<file path="src/rtl/regs_uart_fifo_if.sv">
`default_nettype none
// regs_uart_fifo_if: CPU local-bus write and read channels of the UART register block.
interface regs_uart_fifo_if #(
  parameter int ADDR_W = 32,
  parameter int DATA_W = 32,
  parameter int STRB_W = DATA_W / 8
);
  logic [ADDR_W-1:0] waddr;
  logic [DATA_W-1:0] wdata;
  logic              wen;
  logic [STRB_W-1:0] wstrb;
  logic              wready;
  logic [ADDR_W-1:0] raddr;
  logic              ren;
  logic [DATA_W-1:0] rdata;
  logic              rvalid;

  modport master (
    output waddr, wdata, wen, wstrb, raddr, ren,
    input  wready, rdata, rvalid
  );

  modport slave (
    input  waddr, wdata, wen, wstrb, raddr, ren,
    output wready, rdata, rvalid
  );
endinterface
`default_nettype wire

</file>
<file path="src/rtl/regs_uart_fifo.sv">
`default_nettype none
// regs_uart_fifo (rev 1.0): UART CSR block with TX/RX byte FIFOs and a maskable level irq.
// Define UART_IRQ_EN to build U_IE and the irq flop; otherwise U_IE reads 0 and irq is tied low.
module regs_uart_fifo #(
  parameter int ADDR_W   = 32,
  parameter int DATA_W   = 32,
  parameter int STRB_W   = DATA_W / 8,
  parameter int TX_DEPTH = 16,
  parameter int RX_DEPTH = 16
) (
  input  logic            clk,
  input  logic            rst,
  regs_uart_fifo_if.slave bus,
  output logic            en_out,
  output logic [3:0]      br_out,
  output logic [7:0]      clk_out,
  output logic [7:0]      tx_data,
  output logic            tx_valid,
  input  logic            tx_ready,
  input  logic            tbusy_in,
  input  logic [7:0]      rx_data,
  input  logic            rx_valid,
  output logic            irq
);
  localparam int TX_AW = $clog2(TX_DEPTH);
  localparam int RX_AW = $clog2(RX_DEPTH);
  localparam logic [TX_AW:0] TX_ONE = 1;
  localparam logic [RX_AW:0] RX_ONE = 1;

  localparam logic [ADDR_W-1:0] A_CTRL   = ADDR_W'(32'h00);
  localparam logic [ADDR_W-1:0] A_STAT   = ADDR_W'(32'h04);
  localparam logic [ADDR_W-1:0] A_TXDATA = ADDR_W'(32'h08);
  localparam logic [ADDR_W-1:0] A_RXDATA = ADDR_W'(32'h0C);
  localparam logic [ADDR_W-1:0] A_IE     = ADDR_W'(32'h10);

  logic wr_ctrl, wr_stat, wr_txd, rd_rxd;
  logic en, ovr, ovr_set, ovr_clr;
  logic [3:0] br;
  logic [7:0] clkdiv;
  logic [2:0] ie_rd;
  logic [23:0] stat;
  logic [DATA_W-1:0] rd_mux, rdata_q;
  logic rvalid_q;
  logic unused_ok;

  assign wr_ctrl = bus.wen && (bus.waddr == A_CTRL);
  assign wr_stat = bus.wen && (bus.waddr == A_STAT);
  assign wr_txd  = bus.wen && (bus.waddr == A_TXDATA);
  assign rd_rxd  = bus.ren && (bus.raddr == A_RXDATA);

  assign bus.wready = 1'b1;
  assign unused_ok  = ^{bus.wdata, bus.wstrb};

  always_ff @(posedge clk) begin
    if (rst) begin
      en     <= 1'b0;
      br     <= 4'hF;
      clkdiv <= 8'h00;
    end else if (wr_ctrl) begin
      if (bus.wstrb[0]) begin
        en <= bus.wdata[0];
        br <= bus.wdata[7:4];
      end
      if (bus.wstrb[1]) clkdiv <= bus.wdata[15:8];
    end
  end

  assign en_out  = en;
  assign br_out  = br;
  assign clk_out = clkdiv;

  // TX FIFO: extra pointer MSB distinguishes full from empty
  logic [TX_AW:0] tx_wr, tx_rd, tx_level;
  logic [7:0] tx_mem [TX_DEPTH];
  logic tx_empty, tx_full, tx_push, tx_pop, tx_flush;

  assign tx_empty = (tx_wr == tx_rd);
  assign tx_full  = (tx_wr[TX_AW] != tx_rd[TX_AW]) && (tx_wr[TX_AW-1:0] == tx_rd[TX_AW-1:0]);
  assign tx_level = tx_wr - tx_rd;
  assign tx_valid = !tx_empty && en;
  assign tx_data  = tx_mem[tx_rd[TX_AW-1:0]];
  assign tx_pop   = tx_valid && tx_ready;
  assign tx_push  = wr_txd && bus.wstrb[0] && (!tx_full || tx_pop);
  assign tx_flush = wr_ctrl && bus.wstrb[0] && bus.wdata[1];

  always_ff @(posedge clk) begin
    if (rst || tx_flush) begin
      tx_wr <= '0;
      tx_rd <= '0;
    end else begin
      if (tx_push) tx_wr <= tx_wr + TX_ONE;
      if (tx_pop)  tx_rd <= tx_rd + TX_ONE;
    end
  end

  always_ff @(posedge clk) begin
    if (tx_push) tx_mem[tx_wr[TX_AW-1:0]] <= bus.wdata[7:0];
  end

  // RX FIFO: a pop frees the slot a same-cycle push into a full FIFO needs
  logic [RX_AW:0] rx_wr, rx_rd, rx_level;
  logic [7:0] rx_mem [RX_DEPTH];
  logic rx_empty, rx_full, rx_push, rx_pop, rx_flush;

  assign rx_empty = (rx_wr == rx_rd);
  assign rx_full  = (rx_wr[RX_AW] != rx_rd[RX_AW]) && (rx_wr[RX_AW-1:0] == rx_rd[RX_AW-1:0]);
  assign rx_level = rx_wr - rx_rd;
  assign rx_pop   = rd_rxd && !rx_empty;
  assign rx_push  = rx_valid && en && (!rx_full || rx_pop);
  assign rx_flush = wr_ctrl && bus.wstrb[0] && bus.wdata[2];

  always_ff @(posedge clk) begin
    if (rst || rx_flush) begin
      rx_wr <= '0;
      rx_rd <= '0;
    end else begin
      if (rx_push) rx_wr <= rx_wr + RX_ONE;
      if (rx_pop)  rx_rd <= rx_rd + RX_ONE;
    end
  end

  always_ff @(posedge clk) begin
    if (rx_push) rx_mem[rx_wr[RX_AW-1:0]] <= rx_data;
  end

  // Set wins over a same-cycle W1C clear
  assign ovr_set = rx_valid && en && rx_full && !rx_pop;
  assign ovr_clr = wr_stat && bus.wstrb[0] && bus.wdata[4];

  always_ff @(posedge clk) begin
    if (rst)          ovr <= 1'b0;
    else if (ovr_set) ovr <= 1'b1;
    else if (ovr_clr) ovr <= 1'b0;
  end

  assign stat = {8'(rx_level), 8'(tx_level), 2'b00, tbusy_in, ovr,
                 rx_full, !rx_empty, tx_empty, tx_full};

`ifdef UART_IRQ_EN
  logic [2:0] ie;
  logic irq_q;
  logic wr_ie;

  assign wr_ie = bus.wen && (bus.waddr == A_IE);

  always_ff @(posedge clk) begin
    if (rst)                          ie <= 3'b000;
    else if (wr_ie && bus.wstrb[0])   ie <= bus.wdata[2:0];
  end

  always_ff @(posedge clk) begin
    if (rst) irq_q <= 1'b0;
    else     irq_q <= (ie[0] & tx_empty) | (ie[1] & !rx_empty) | (ie[2] & ovr);
  end

  assign ie_rd = ie;
  assign irq   = irq_q;
`else
  assign ie_rd = 3'b000;
  assign irq   = 1'b0;
`endif

  always_comb begin
    rd_mux = '0;
    case (bus.raddr)
      A_CTRL:   rd_mux[15:0] = {clkdiv, br, 3'b000, en};
      A_STAT:   rd_mux[23:0] = stat;
      A_RXDATA: rd_mux[7:0]  = rx_empty ? 8'h00 : rx_mem[rx_rd[RX_AW-1:0]];
      A_IE:     rd_mux[2:0]  = ie_rd;
      default:  rd_mux       = '0;
    endcase
  end

  always_ff @(posedge clk) begin
    if (rst) begin
      rdata_q  <= '0;
      rvalid_q <= 1'b0;
    end else begin
      rvalid_q <= bus.ren;
      rdata_q  <= bus.ren ? rd_mux : '0;
    end
  end

  assign bus.rdata  = rdata_q;
  assign bus.rvalid = rvalid_q;
endmodule
`default_nettype wire

</file>
<file path="src/flat_wrapper.sv">
// flat-port wrapper written by rule: the top's interface ports become plain ports
module regs_uart_fifo_flat 
#(
  parameter int ADDR_W   = 32,
  parameter int DATA_W   = 32,
  parameter int STRB_W   = DATA_W / 8,
  parameter int TX_DEPTH = 16,
  parameter int RX_DEPTH = 16
)
  (clk, rst, en_out, br_out, clk_out, tx_data, tx_valid, tx_ready, tbusy_in, rx_data, rx_valid, irq, bus_waddr, bus_wdata, bus_wen, bus_wstrb, bus_raddr, bus_ren, bus_wready, bus_rdata, bus_rvalid);
  regs_uart_fifo_if #(.ADDR_W(ADDR_W), .DATA_W(DATA_W), .STRB_W(STRB_W)) bus_i ();
  input  logic clk;
  input  logic rst;
  output logic en_out;
  output logic [3:0] br_out;
  output logic [7:0] clk_out;
  output logic [7:0] tx_data;
  output logic tx_valid;
  input  logic tx_ready;
  input  logic tbusy_in;
  input  logic [7:0] rx_data;
  input  logic rx_valid;
  output logic irq;
  input wire logic [$bits(bus_i.waddr)-1:0] bus_waddr;
  input wire logic [$bits(bus_i.wdata)-1:0] bus_wdata;
  input wire logic [$bits(bus_i.wen)-1:0] bus_wen;
  input wire logic [$bits(bus_i.wstrb)-1:0] bus_wstrb;
  input wire logic [$bits(bus_i.raddr)-1:0] bus_raddr;
  input wire logic [$bits(bus_i.ren)-1:0] bus_ren;
  output wire logic [$bits(bus_i.wready)-1:0] bus_wready;
  output wire logic [$bits(bus_i.rdata)-1:0] bus_rdata;
  output wire logic [$bits(bus_i.rvalid)-1:0] bus_rvalid;
  assign bus_i.waddr = bus_waddr;
  assign bus_i.wdata = bus_wdata;
  assign bus_i.wen = bus_wen;
  assign bus_i.wstrb = bus_wstrb;
  assign bus_i.raddr = bus_raddr;
  assign bus_i.ren = bus_ren;
  assign bus_wready = bus_i.wready;
  assign bus_rdata = bus_i.rdata;
  assign bus_rvalid = bus_i.rvalid;
  regs_uart_fifo #(.ADDR_W(ADDR_W), .DATA_W(DATA_W), .STRB_W(STRB_W), .TX_DEPTH(TX_DEPTH), .RX_DEPTH(RX_DEPTH)) u_core (.clk(clk), .rst(rst), .bus(bus_i), .en_out(en_out), .br_out(br_out), .clk_out(clk_out), .tx_data(tx_data), .tx_valid(tx_valid), .tx_ready(tx_ready), .tbusy_in(tbusy_in), .rx_data(rx_data), .rx_valid(rx_valid), .irq(irq));
endmodule
</file>
<file path="config.mk">
export PLATFORM = sky130hd
export DESIGN_NAME = regs_uart_fifo_flat
export DESIGN_NICKNAME = d
export VERILOG_FILES = /design/src/rtl/regs_uart_fifo_if.sv /design/src/rtl/regs_uart_fifo.sv /design/src/flat_wrapper.sv
export SDC_FILE = /design/constraint.sdc
export NUM_CORES = 1
export LEC_CHECK = 0
export ABC_AREA = 1
export CAP_MARGIN = 20
export CORE_UTILIZATION = 57
export DETAILED_ROUTE_END_ITERATION = 10
export PLACE_DENSITY = 0.91
export SYNTH_ARGS = -nofsm -noshare
export SYNTH_HDL_FRONTEND = slang
export SYNTH_SLANG_ARGS = --single-unit
</file>
<file path="constraint.sdc">
create_clock -name clk -period 4.7 [get_ports clk]
set_input_delay 0.47 -clock clk [delete_from_list [all_inputs] [get_ports clk]]
set_output_delay 0.47 -clock clk [all_outputs]
set_load 0.01 [all_outputs]
</file>
==> results.txt <==
----------------------------------------------------
[Pwr]
  Share of total power in combinational logic ... 2.9%
  Net switching power figure ... 1130 uW
  Cell area power density ... 345 nW/um^2
  Pint ... 4630 uW
  Proportion of total power due to net switching ... 19.6%
  Leak Pwr ... 0.00579 uW
  Highest ir drop seen on vdd ... 0.396 mV
  Register share of total power ... 53.0%
  Fraction of power consumed by the clock network ... 44.2%

[Clocking]
  H-tree lvl count ... 1
  Clock Pin Slew Worst Setup and Hold Paths ... 60 ps
  TritonCTS buffer count ... 31
  Post-CTS setup buffer count ... 0
  Clk sinks ... 320
  Clock insertion delay at the later pin of the skew report ... 560 ps
  Clock tree from TritonCTS ... built
  Clk root buf ... clkbuf_16
  Hold buffers post-CTS ... 0
  Max Root-Sink Buffers ... 3
  Number of gates resized after CTS ... 0

[Die]
  Number of placement rows ... 56
  Die Ht ... 159 microns
  Overall die area ... 25200 sq um
  Area of the core ... 23800 sq um
  Number of top-level design ports ... 172
  Die Span X ... 159 microns
  Initial cell density of the core ... 58.9%

[Synth]
  Post-synthesis cell type count ... 43
  Share of flip-flops with an asynchronous set or reset after synthesis ... 0%
  Sequential element share of the synthesized area ... 64.1%
  Number of warnings issued by yosys ... 0
  Post-Syn Area ... 14000 sq um
  Synthesized instance count ... 1291
  EDFF count, synth ... 256
  Mean instance size in the synthesized netlist ... 10.8 sq um
  Register bit count reported by yosys ... 320
  Ys flop type ... edfxtp_1

[STA]
  Number of hold violations in the final report ... 0
  Setup repair after global routing missed its margin ... false
  Highest attainable clock frequency ... 277 MHz
  Hold slack final ... 473 ps
  Clock skew after layout ... 25.5 ps
  Total negative slack for setup checks ... 0 ps
  # setup viols final ... 0
  Final Cycle Share ... 76.9%
  Fin. max-slew vios ... 0
  Fin worst setup slack ... 1080 ps
  Clock period minus final worst setup slack ... 3620 ps
  Worst Tran Pin Value ... 1030 ps
  Relative max-transition margin ... 31.2%

[GRT]
  Via count of the first global-routing pass ... 9867
  Maximum number of pins on one net before global-route repair ... 97
  Initial antenna violation count ... 0
  Aggregate global routing overflow ... 0
  First-pass GRT wire length ... 52700 microns
  Total track usage ... 27.7%

[Route]
  Average wire length per cell after detail routing ... 19.8 microns
  DR pass1 iterations ... 6
  Routed via count divided by cell count ... 5.87
  Violation count after the first detailed-routing iteration ... 1458
  Routed WL ... 35000 microns
  Detail Route Antenna Nets ... 0
  Routed vias ... 10.4k
  Number of remaining DRC errors ... 0

[Min path]
  Count of cells along the worst hold path ... 2
  Hold wc startpoint ... u_core.clk_out[7]$_SDFFE_PP0P_
  Type of the worst min-delay path ... flop to flop
  Hold Path End ... u_core.bus.rdata[15]$_SDFF_PP0_

[Setup path]
  Worst-case reg-to-reg path depth ... 9
  Worst flop-to-flop path startpoint ... u_core.rx_rd[2]$_SDFFE_PP0N_
  Endpoint kind of the worst setup timing path ... output pin
  Data arrival, critical path ... 3150 ps
  Capture instance of the worst register-to-register path ... u_core.rx_mem[15][7]$_DFFE_PP_
  Startpoint type of the worst setup path ... flop
  Worst-path fanout max ... 33
  Reg2reg setup slack ... 1820 ps
  Required time of the critical path ... 4230 ps
  Kind of critical path ... flop to output pin

[Cells and area]
  Final standard cell count with taps included and fillers excluded ... 1772
  Finished Core Util ... 70.3%
  Number of nets in the finished design ... 1564
  Signed area change from the synthesized netlist to the final layout ... 19.3%
  Antenna diode count ... 0
  Fraction of layout instances using a drive strength above 1 ... 7.85%

[Place]
  Pre-CTS setup slack ... 1560 ps
  DPL Wire Length ... 22200 microns
  Dpl cells ... 1714
  Placer congestion estimate ... 0.929
  Port Buf Inserts ... 140

[Job]
  Max-Cap Viols ... 0

[Outcome]
  Run status ... completed

----------------------------------------------------
metrics by stage:
| step | power, uW | area (sq um) |
|---|---|---|
| 6_report | 5760 | 16700 |
| 5_1_grt | 5880 | 16700 |
| 4_1_cts | 5760 | 16700 |
| 3_5_place_dp | 3280 | 15600 |
| 3_3_place_gp | 3270 | 15600 |
| 2_1_floorplan | 3160 | 14000 |
power by group through the flow:
stage          clock (uW)  combinational [uW]  sequential [uW]
2_1_floorplan           0                40.7             3120
3_3_place_gp            0                 155             3110
3_5_place_dp            0                 162             3110
4_1_cts              2550                 163             3050
5_1_grt              2650                 177             3050
6_report             2550                 165             3050
critical path: stages (launching register included):
cell and delay (ps):
dfxtp_1 300, buf_4 240, inv_1 800, o21ai_0 280, o211ai_1 350, nand2_1 120
clkdlybuf4s50_1 490
cell usage in the layout (no fill, tap or decap), types with 5 or more instances in the layout:
cell type and count:
a21oi_1 80, buf_4 20, clkbuf_1 8, clkbuf_16 31, clkdlybuf4s50_1 140, conb_1 13, dfxtp_1 62, edfxtp_1 256
ha_1 18, inv_1 126, inv_2 7, mux2i_1 32, nand2_1 129, nand3_1 71, nand4_1 5, nor2_1 175
nor2_2 6, nor2_4 5, nor3_1 24, o211ai_1 37, o21a_1 9, o21ai_0 129, xor2_1 9
final cells by class:
class                      count  area (sq um)
inverter                     133           499
clock inverter                14           186
multi-input combinational    781          4170
fill                        1493          7060
sequential                   320          8970
clock buffer                  43           861
timing repair buffer         162          1600
tap                          319           399
cell usage after synthesis (2+ instances only):
master | count | area [sq um]
buf_1 | 3 | 11.3
nor2_4 | 5 | 56.3
nand2_1 | 129 | 484
o22ai_1 | 3 | 18.8
nor2_1 | 175 | 657
inv_2 | 7 | 26.3
mux2i_1 | 32 | 320
buf_6 | 5 | 56.3
nand2_4 | 3 | 33.8
a21oi_1 | 80 | 400
nor3_1 | 24 | 120
dfxtp_1 | 64 | 1280
o21ai_0 | 129 | 646
nand3_4 | 2 | 35.0
nand3_1 | 71 | 355
o21ai_2 | 2 | 17.5
nand2_2 | 4 | 25.0
nand4_1 | 5 | 31.3
or2_2 | 3 | 18.8
edfxtp_1 | 256 | 7690
o21ai_1 | 4 | 20.0
buf_4 | 20 | 150
o21a_1 | 9 | 67.6
buf_2 | 16 | 80.1
a21oi_2 | 2 | 17.5
nor2_2 | 6 | 37.5
clkbuf_1 | 23 | 86.3
o211ai_1 | 37 | 278
nand3_2 | 4 | 40.0
xor2_1 | 9 | 78.8
fa_1 | 2 | 40.0
ha_1 | 18 | 225
conb_1 | 2 | 7.51
inv_1 | 126 | 473
xnor2_1 | 3 | 26.3
worst max path at each step:
stage | slack, ps | start | cells after the start | end
6_report | 1080 | flop | 6 | tx_data[3]
5_1_grt | 990 | flop | 6 | tx_data[3]
4_1_cts | 1160 | flop | 6 | tx_data[3]
3_5_place_dp | 1560 | bus_raddr[12] | 10 | u_core.rx_mem[15][6]$_DFFE_PP_
3_3_place_gp | 1640 | bus_raddr[12] | 10 | u_core.rx_mem[15][1]$_DFFE_PP_
2_1_floorplan | 2150 | u_core.rx_rd[2]$_SDFFE_PP0N_ | 10 | u_core.rx_mem[4][0]$_DFFE_PP_
sequential cells by signal, indices dropped and copies added (netlist names), named ones only:
| register | cells |
|---|---|
| u_core.en_out | 1 |
| u_core.tx_rd | 5 |
| u_core.bus.rvalid | 1 |
| u_core.clk_out | 8 |
| u_core.tx_mem | 128 |
| u_core.rx_wr | 5 |
| u_core.rx_mem | 128 |
| u_core.tx_wr | 5 |
| u_core.bus.rdata | 21 |
| u_core.br_out | 4 |
| u_core.rx_rd | 5 |
| u_core.ovr | 1 |
kinds of logic after synthesis:
kind of cell,count (synthesis),synth area share (%)
buffers and inverters,201,6.35
XOR/XNOR,13,0.868
multiplexers,32,2.29
AND/OR/NAND/NOR,434,13.7
flip-flops,320,64.1
AO/OA/AOI/OAI,269,10.7
adder cells (fa/ha/maj),20,1.90
other,2,0.0537
layer usage:
layer / vias up / GRT usage [%] / routed length, microns
met4: 0 / 10.3 / 1180
met3: 106 / 4.55 / 3560
met5: - / 0 / 0
li1: 4712 / - / -
met1: 4886 / 35.1 / 12600
met2: 699 / 48.0 / 17600
Note: power is estimated with default switching activity, not from simulation.
